`src/rtl/mem_arbiter.sv`:
```
// Arbiter sharing one single-ported memory between the instruction-fetch and data ports.
// One request is latched at a time. Simultaneous requests alternate between the two ports.
module mem_arbiter #(
    parameter int ADDR_W  = 32,
    parameter int DATA_W  = 32,
    parameter int MEM_LAT = 2
) (
    input  logic              clk,
    input  logic              RST,
    input  logic              if_req,
    input  logic [ADDR_W-1:0] if_addr,
    output logic              if_ack,
    output logic [DATA_W-1:0] if_rdata,
    input  logic              d_req,
    input  logic              d_we,
    input  logic [ADDR_W-1:0] d_addr,
    input  logic [DATA_W-1:0] d_wdata,
    output logic              d_ack,
    output logic [DATA_W-1:0] d_rdata,
    output logic              mem_en,
    output logic              mem_we,
    output logic [ADDR_W-1:0] mem_addr,
    output logic [DATA_W-1:0] mem_wdata,
    input  logic [DATA_W-1:0] mem_rdata,
    output logic              busy
);

    typedef enum logic [1:0] {IDLE, ACC, RESP} state_t;

    localparam logic [3:0] CNT_LAST = 4'(MEM_LAT - 1);

    state_t            state_q, state_d;
    logic [3:0]        cnt_q, cnt_d;
    logic              gnt_data_q, gnt_data_d;
    logic              last_data_q, last_data_d;
    logic              mem_en_q, mem_en_d;
    logic              mem_we_q, mem_we_d;
    logic [ADDR_W-1:0] mem_addr_q, mem_addr_d;
    logic [DATA_W-1:0] mem_wdata_q, mem_wdata_d;
    logic              if_ack_q, if_ack_d;
    logic              d_ack_q, d_ack_d;
    logic [DATA_W-1:0] if_rdata_q, if_rdata_d;
    logic [DATA_W-1:0] d_rdata_q, d_rdata_d;
    logic              pick_data;

    always_comb begin
        state_d     = state_q;
        cnt_d       = cnt_q;
        gnt_data_d  = gnt_data_q;
        last_data_d = last_data_q;
        mem_en_d    = mem_en_q;
        mem_we_d    = mem_we_q;
        mem_addr_d  = mem_addr_q;
        mem_wdata_d = mem_wdata_q;
        if_ack_d    = 1'b0;
        d_ack_d     = 1'b0;
        if_rdata_d  = if_rdata_q;
        d_rdata_d   = d_rdata_q;
        // Data wins when it is the only requester or when fetch had the last grant
        pick_data   = d_req && (!if_req || !last_data_q);

        case (state_q)
            IDLE: begin
                if (if_req || d_req) begin
                    gnt_data_d  = pick_data;
                    last_data_d = pick_data;
                    cnt_d       = '0;
                    mem_en_d    = 1'b1;
                    state_d     = ACC;
                    if (pick_data) begin
                        mem_we_d    = d_we;
                        mem_addr_d  = d_addr;
                        mem_wdata_d = d_wdata;
                    end else begin
                        mem_we_d    = 1'b0;
                        mem_addr_d  = if_addr;
                    end
                end
            end
            ACC: begin
                if (mem_we_q || cnt_q == CNT_LAST) begin
                    if (!mem_we_q) begin
                        if (gnt_data_q) d_rdata_d  = mem_rdata;
                        else            if_rdata_d = mem_rdata;
                    end
                    mem_en_d = 1'b0;
                    mem_we_d = 1'b0;
                    d_ack_d  = gnt_data_q;
                    if_ack_d = !gnt_data_q;
                    state_d  = RESP;
                end else begin
                    cnt_d = cnt_q + 4'd1;
                end
            end
            RESP:    state_d = IDLE;
            default: state_d = IDLE;
        endcase
    end

    always_ff @(posedge clk) begin
        if (RST) begin
            state_q     <= IDLE;
            cnt_q       <= '0;
            gnt_data_q  <= 1'b0;
            last_data_q <= 1'b0;
            mem_en_q    <= 1'b0;
            mem_we_q    <= 1'b0;
            mem_addr_q  <= '0;
            mem_wdata_q <= '0;
            if_ack_q    <= 1'b0;
            d_ack_q     <= 1'b0;
            if_rdata_q  <= '0;
            d_rdata_q   <= '0;
        end else begin
            state_q     <= state_d;
            cnt_q       <= cnt_d;
            gnt_data_q  <= gnt_data_d;
            last_data_q <= last_data_d;
            mem_en_q    <= mem_en_d;
            mem_we_q    <= mem_we_d;
            mem_addr_q  <= mem_addr_d;
            mem_wdata_q <= mem_wdata_d;
            if_ack_q    <= if_ack_d;
            d_ack_q     <= d_ack_d;
            if_rdata_q  <= if_rdata_d;
            d_rdata_q   <= d_rdata_d;
        end
    end

    assign if_ack    = if_ack_q;
    assign d_ack     = d_ack_q;
    assign if_rdata  = if_rdata_q;
    assign d_rdata   = d_rdata_q;
    assign mem_en    = mem_en_q;
    assign mem_we    = mem_we_q;
    assign mem_addr  = mem_addr_q;
    assign mem_wdata = mem_wdata_q;
    assign busy      = (state_q != IDLE);

endmodule

```
`config.mk`:
```
export PLATFORM = sky130hd
export DESIGN_NAME = mem_arbiter
export DESIGN_NICKNAME = d
export VERILOG_FILES = /design/src/rtl/mem_arbiter.sv
export SDC_FILE = /design/constraint.sdc
export NUM_CORES = 1
export LEC_CHECK = 0
export CAP_MARGIN = 40
export CORE_MARGIN = 2
export CORE_UTILIZATION = 35
export DETAILED_ROUTE_END_ITERATION = 8
export GPL_TIMING_DRIVEN = 0
export PLACE_DENSITY = 0.8
export RECOVER_POWER = 25
export SLEW_MARGIN = 20
export SYNTH_ARGS = -nofsm -noshare
export SYNTH_HDL_FRONTEND = slang
export SYNTH_SLANG_ARGS = --single-unit
```
`constraint.sdc`:
```
create_clock -name clk -period 2.3 [get_ports clk]
set_clock_uncertainty 0.15 [all_clocks]
set_input_delay 0.46 -clock clk [delete_from_list [all_inputs] [get_ports clk]]
set_output_delay 0.46 -clock clk [all_outputs]
set_load 0.05 [all_outputs]
```
After elaboration in Yosys (flattened, before gate mapping). Index checks and enable logic that the tools add are counted.

Register bits after elaboration: 139. Input port bits: 133. Output and inout port bits: 133. Logic and storage cells: 51.

$add $sub $neg: 1. Equality and inequality tests: 5. Multiplexer cells: 13. Bitwise gates (word level): 4. Reductions and logical operators: 17.

Operator list (count): two-way mux 32 bit (1); AND reduction 3 bit (3); two-way mux 4 bit (2); case mux 4 bit (2 select lines) (1); AND reduction 4 bit (2); != test 2 bit, second input constant (3); adder 4 x 1 -> 4 bit, second input constant (1); equality test 4 x 1 -> 1 bit, second input constant (1); two-way mux 1 bit (4); two-way mux 2 bit (2); inverter 1 bit (4); case mux 1 bit (2 select lines) (2); case mux 2 bit (2 select lines) (1); AND reduction 2 bit (2); nonzero test 2 bit (2); logical OR 1 bit (3); OR reduction 3 bit (1); equality test 2 x 1 -> 1 bit, second input constant (1); zero test 1 bit (2); zero test 2 bit (1); logical AND 1 bit (1).

Logic depth before layout (Yosys ltp).
Depth after elaboration: 6. Mapped depth: 8. Depth with buffers taken out: 6.

Worst setup path after synthesis. Ideal clock, no wire load.

Kind: reg-to-reg. From: register mem_we_q, in the netlist mem_we. To: register if_rdata_q[10], in the netlist if_rdata[10]. Setup time: 0.132 ns. Arrival: 1.661 ns. Data required time: 2.018 ns. Path slack: 0.356 ns. Cell stages (with the launch flop): 7. Clock period less this slack: 1.944 ns. Cells stage by stage: dfxtp_1 -> or3b_1 -> or3_1 -> buf_2 -> buf_6 -> nand2_1 -> a21oi_1.

Cells in the longest elaborated chain, start to end: 2. Elaborated cells on any way between the ends: 3.

Ends and longest elaborated chain: from (decl) (line 37) `logic mem_we_q, mem_we_d;`; from (signal assigned) (line 120) `mem_we_q <= mem_we_d;`; logical OR 1 bit or inverter 1 bit (tied branches); AND reduction 4 bit (no source line) (*); to (signal assigned) (line 125) `if_rdata_q <= if_rdata_d;`; to (decl) (line 42) `logic [DATA_W-1:0] if_rdata_q, if_rdata_d;`.

Every way passes the cells marked *; elsewhere a longest branch is shown, timed or not. A chain may end at the register's enable or synchronous reset.

Worst setup path after layout.
From: register mem_addr_q[4], in the netlist mem_addr[4]. To: output mem_addr[4].

RTL lines: from (decl) (line 38) `logic [ADDR_W-1:0] mem_addr_q, mem_addr_d;`; from (signal assigned) (line 121) `mem_addr_q <= mem_addr_d;`; to (decl) (line 22) `output logic [ADDR_W-1:0] mem_addr,`.

No word-level cell between the ends.

==> run metrics <==
crit path DAT=around 1.6 ns; Setup TNS=0 ns; worst rel slew slack=0.611; syn_nets=between 700 and 800; cell breakdown of the critical path=clkdlybuf4s50_1; Cells after Synth=615; Post-Synth XOR/XNOR Area=0; post-synthesis async set-or-reset flop share=0; critical path endpoint category=output pin; Setup-failing EPs final=0; Worst-Margin Slew=0.581 ns; Max-cap violations=0; Post-Synth Simple-Gate Area=0.172; largest family of logic cells by synthesized area=compound AO/OA/AOI/OAI gates; die area=roughly 16,000 µm²; RSZ-0062 raised after global routing=no; total overflow reported by the global router=0; layout cell share with drive strength beyond 1=0.0604; vias=approximately 5,300; initial antenna violation count=0; vias in the first global route=slightly above 5,000; First-pass DRT Iterations=4; Largest delay share family, worst path=buffers and inverters; Placer Congestion=just over 0.8; CP required=about 1.7 ns; slowest stage delay, CP=just under 0.9 ns; worst-path cell with the longest stage delay=clkdlybuf4s50_1; post-synthesis mux area share=0.0625; FP Rows=44; Clock Root Buffer=clkbuf_16; Antenna Nets Post-Route=0; largest cells by area after synthesis=dfxtp_1, nand2_1, a21oi_1; Sink Count=139; Setup crit start kind=register; Syn-to-layout area delta=69.5%; Post-synth EDFFs=0; Die Wd=~130 µm; drt via density=about 4.8; final worst path period share=0.974; TritonCTS clock tree=built; clk buf depth=2; hpwl dp=~12 mm; Final Hold Violating Endpoints=0; largest net degree at the start of global routing=17; I/O Pins=266; post-layout min period=approximately 2.2 ns; WP buf/inv=1; adder-cell share of the synthesized area=0.00488; Hold Crit Class=input port to register; Mean Syn Cell Area=8.33 µm²; initial drt markers=219; YS warnings=0; Placed Cells=about 1,100; # H-tree levels=4; top-count cell post-synth=nand2_1; peak supply drop=0.487 mV; worst-skew pair later-pin latency=0.41 ns; final cell count without fillers=roughly 1,100; GRT Overall Usage=0.209; Netlist cell types=31; crit path kind=register to output pin; Slew Limit Fails=0; worst-path maximum fanout=2; Top FF cell, synth=dfxtp_1; sequential share of the synthesized area=0.543; Wirelength per Cell=15.1 µm; Synth Area in Compound Gates=0.173; die height=~130 µm; Post-Syn Area=~5100 µm²; post-synth top area share=0.543; hold_ws=roughly 0.27 ns; top cells by count, synth=nand2_1, dfxtp_1, a21oi_1, o21ai_0, mux2i_1; outcome=finished, final reports clean; clock slew at reported path FFs=roughly 0.060 ns; Yosys top cell by area=dfxtp_1; number of CTS-inserted buffers=17; Buffers on Ports=264; DRC violation count after routing=0; nets@finish=between 1,000 and 1,500; first-pass GRT wire length=26.0 mm; # diodes=0; Detailed Route WL=16.6 mm; f_max=~450 MHz; Power Total=approximately 7.3 mW; Initial Util=0.355; Pleak=roughly 3.2 nW; number of synthesized register bits=about 140; core area=approximately 14,000 µm²; PD cells=837 nW/µm²
-- cell type report --
cell class              count  area (µm²)
plain buffers              47         219
clock inverters            14         241
inverters                   3        11.3
fillers                  1280        5740
well taps                 184         230
flip-flops and latches    139        2780
clock buffers              18         439
repair buffers            264        2640
multi-input cells         426        2120
-- power breakdown --
part	internal (mW)	leakage [nW]	switching, mW
logic	0.576	1.74	0.918
clock network	2.07	0.331	1.06
registers	2.56	1.13	0.0819
total	5.20	3.21	2.06
-- routing by layer --
| layer | vias up | track usage | routed length [µm] |
|---|---|---|---|
| met5 | - | 0 | 0 |
| met4 | 0 | 0.0706 | 328 |
| met3 | 24 | 0.0817 | 1380 |
| met2 | 232 | 0.364 | 8230 |
| met1 | 2405 | 0.232 | 6650 |
| li1 | 2625 | - | - |
-- kinds of logic (layout without fill, tap and decap cells) --
group	after synthesis	after routing
adder cells (fa/ha/maj)	2	2
multiplexers	32	32
AND/OR/NAND/NOR	220	220
buffers and inverters	50	346
flip-flops	139	139
AO/OA/AOI/OAI	172	172
-- cells in the final DEF, fill, tap and decap left out, drive strengths merged, types with 5 or more instances in the layout --
cell type and count:
inv 5, clkdlybuf4s50 262, clkbuf 49, mux2i 32, dfxtp 139, a21oi 131
o21ai 34, clkinv 5, nor2 9, buf 16, bufinv 6, nand2 194
-- per-stage QoR --
step	setup WS, ns	util	cell area, µm²
final	0.0605	0.602	8690
after global routing	0.0130	0.602	8690
after CTS	0.0424	0.602	8680
after detailed placement	-0.0966	0.554	8000
after global placement	-0.0241	0.554	8000
after floorplan	0.356	-	5120
-- sequential cells by signal (all words and copies together), names as in the netlist --
signal,flops
d_rdata,32
if_rdata,32
mem_addr,32
mem_wdata,32
cnt_q,4
state_q,2
d_ack,1
if_ack,1
last_data_q,1
mem_en,1
mem_we,1
-- path summary, 6_finish.rpt --
kind                              from                   endpoint  slack (ns)  cells after the start
max           mem_addr[4]$_SDFFE_PP0P_                mem_addr[4]        0.06                      1
min                                RST    state_q[1]$_SDFFE_PP0P_        0.27                      2
max reg2reg      cnt_q[0]$_SDFFE_PP0P_  if_rdata[11]$_SDFFE_PP0P_        0.15                      7
min reg2reg  if_rdata[31]$_SDFFE_PP0P_  if_rdata[31]$_SDFFE_PP0P_        0.30                      2
-- what timing repair did --
item	4_1_cts	5_1_grt
buffers inserted	0	0
hold endpoints to repair	0	0
pin swaps	0	0
hold buffers	0	0
setup endpoints to repair	11	19
gates resized for setup	3	1
Note: power is estimated with default switching activity, not from simulation.
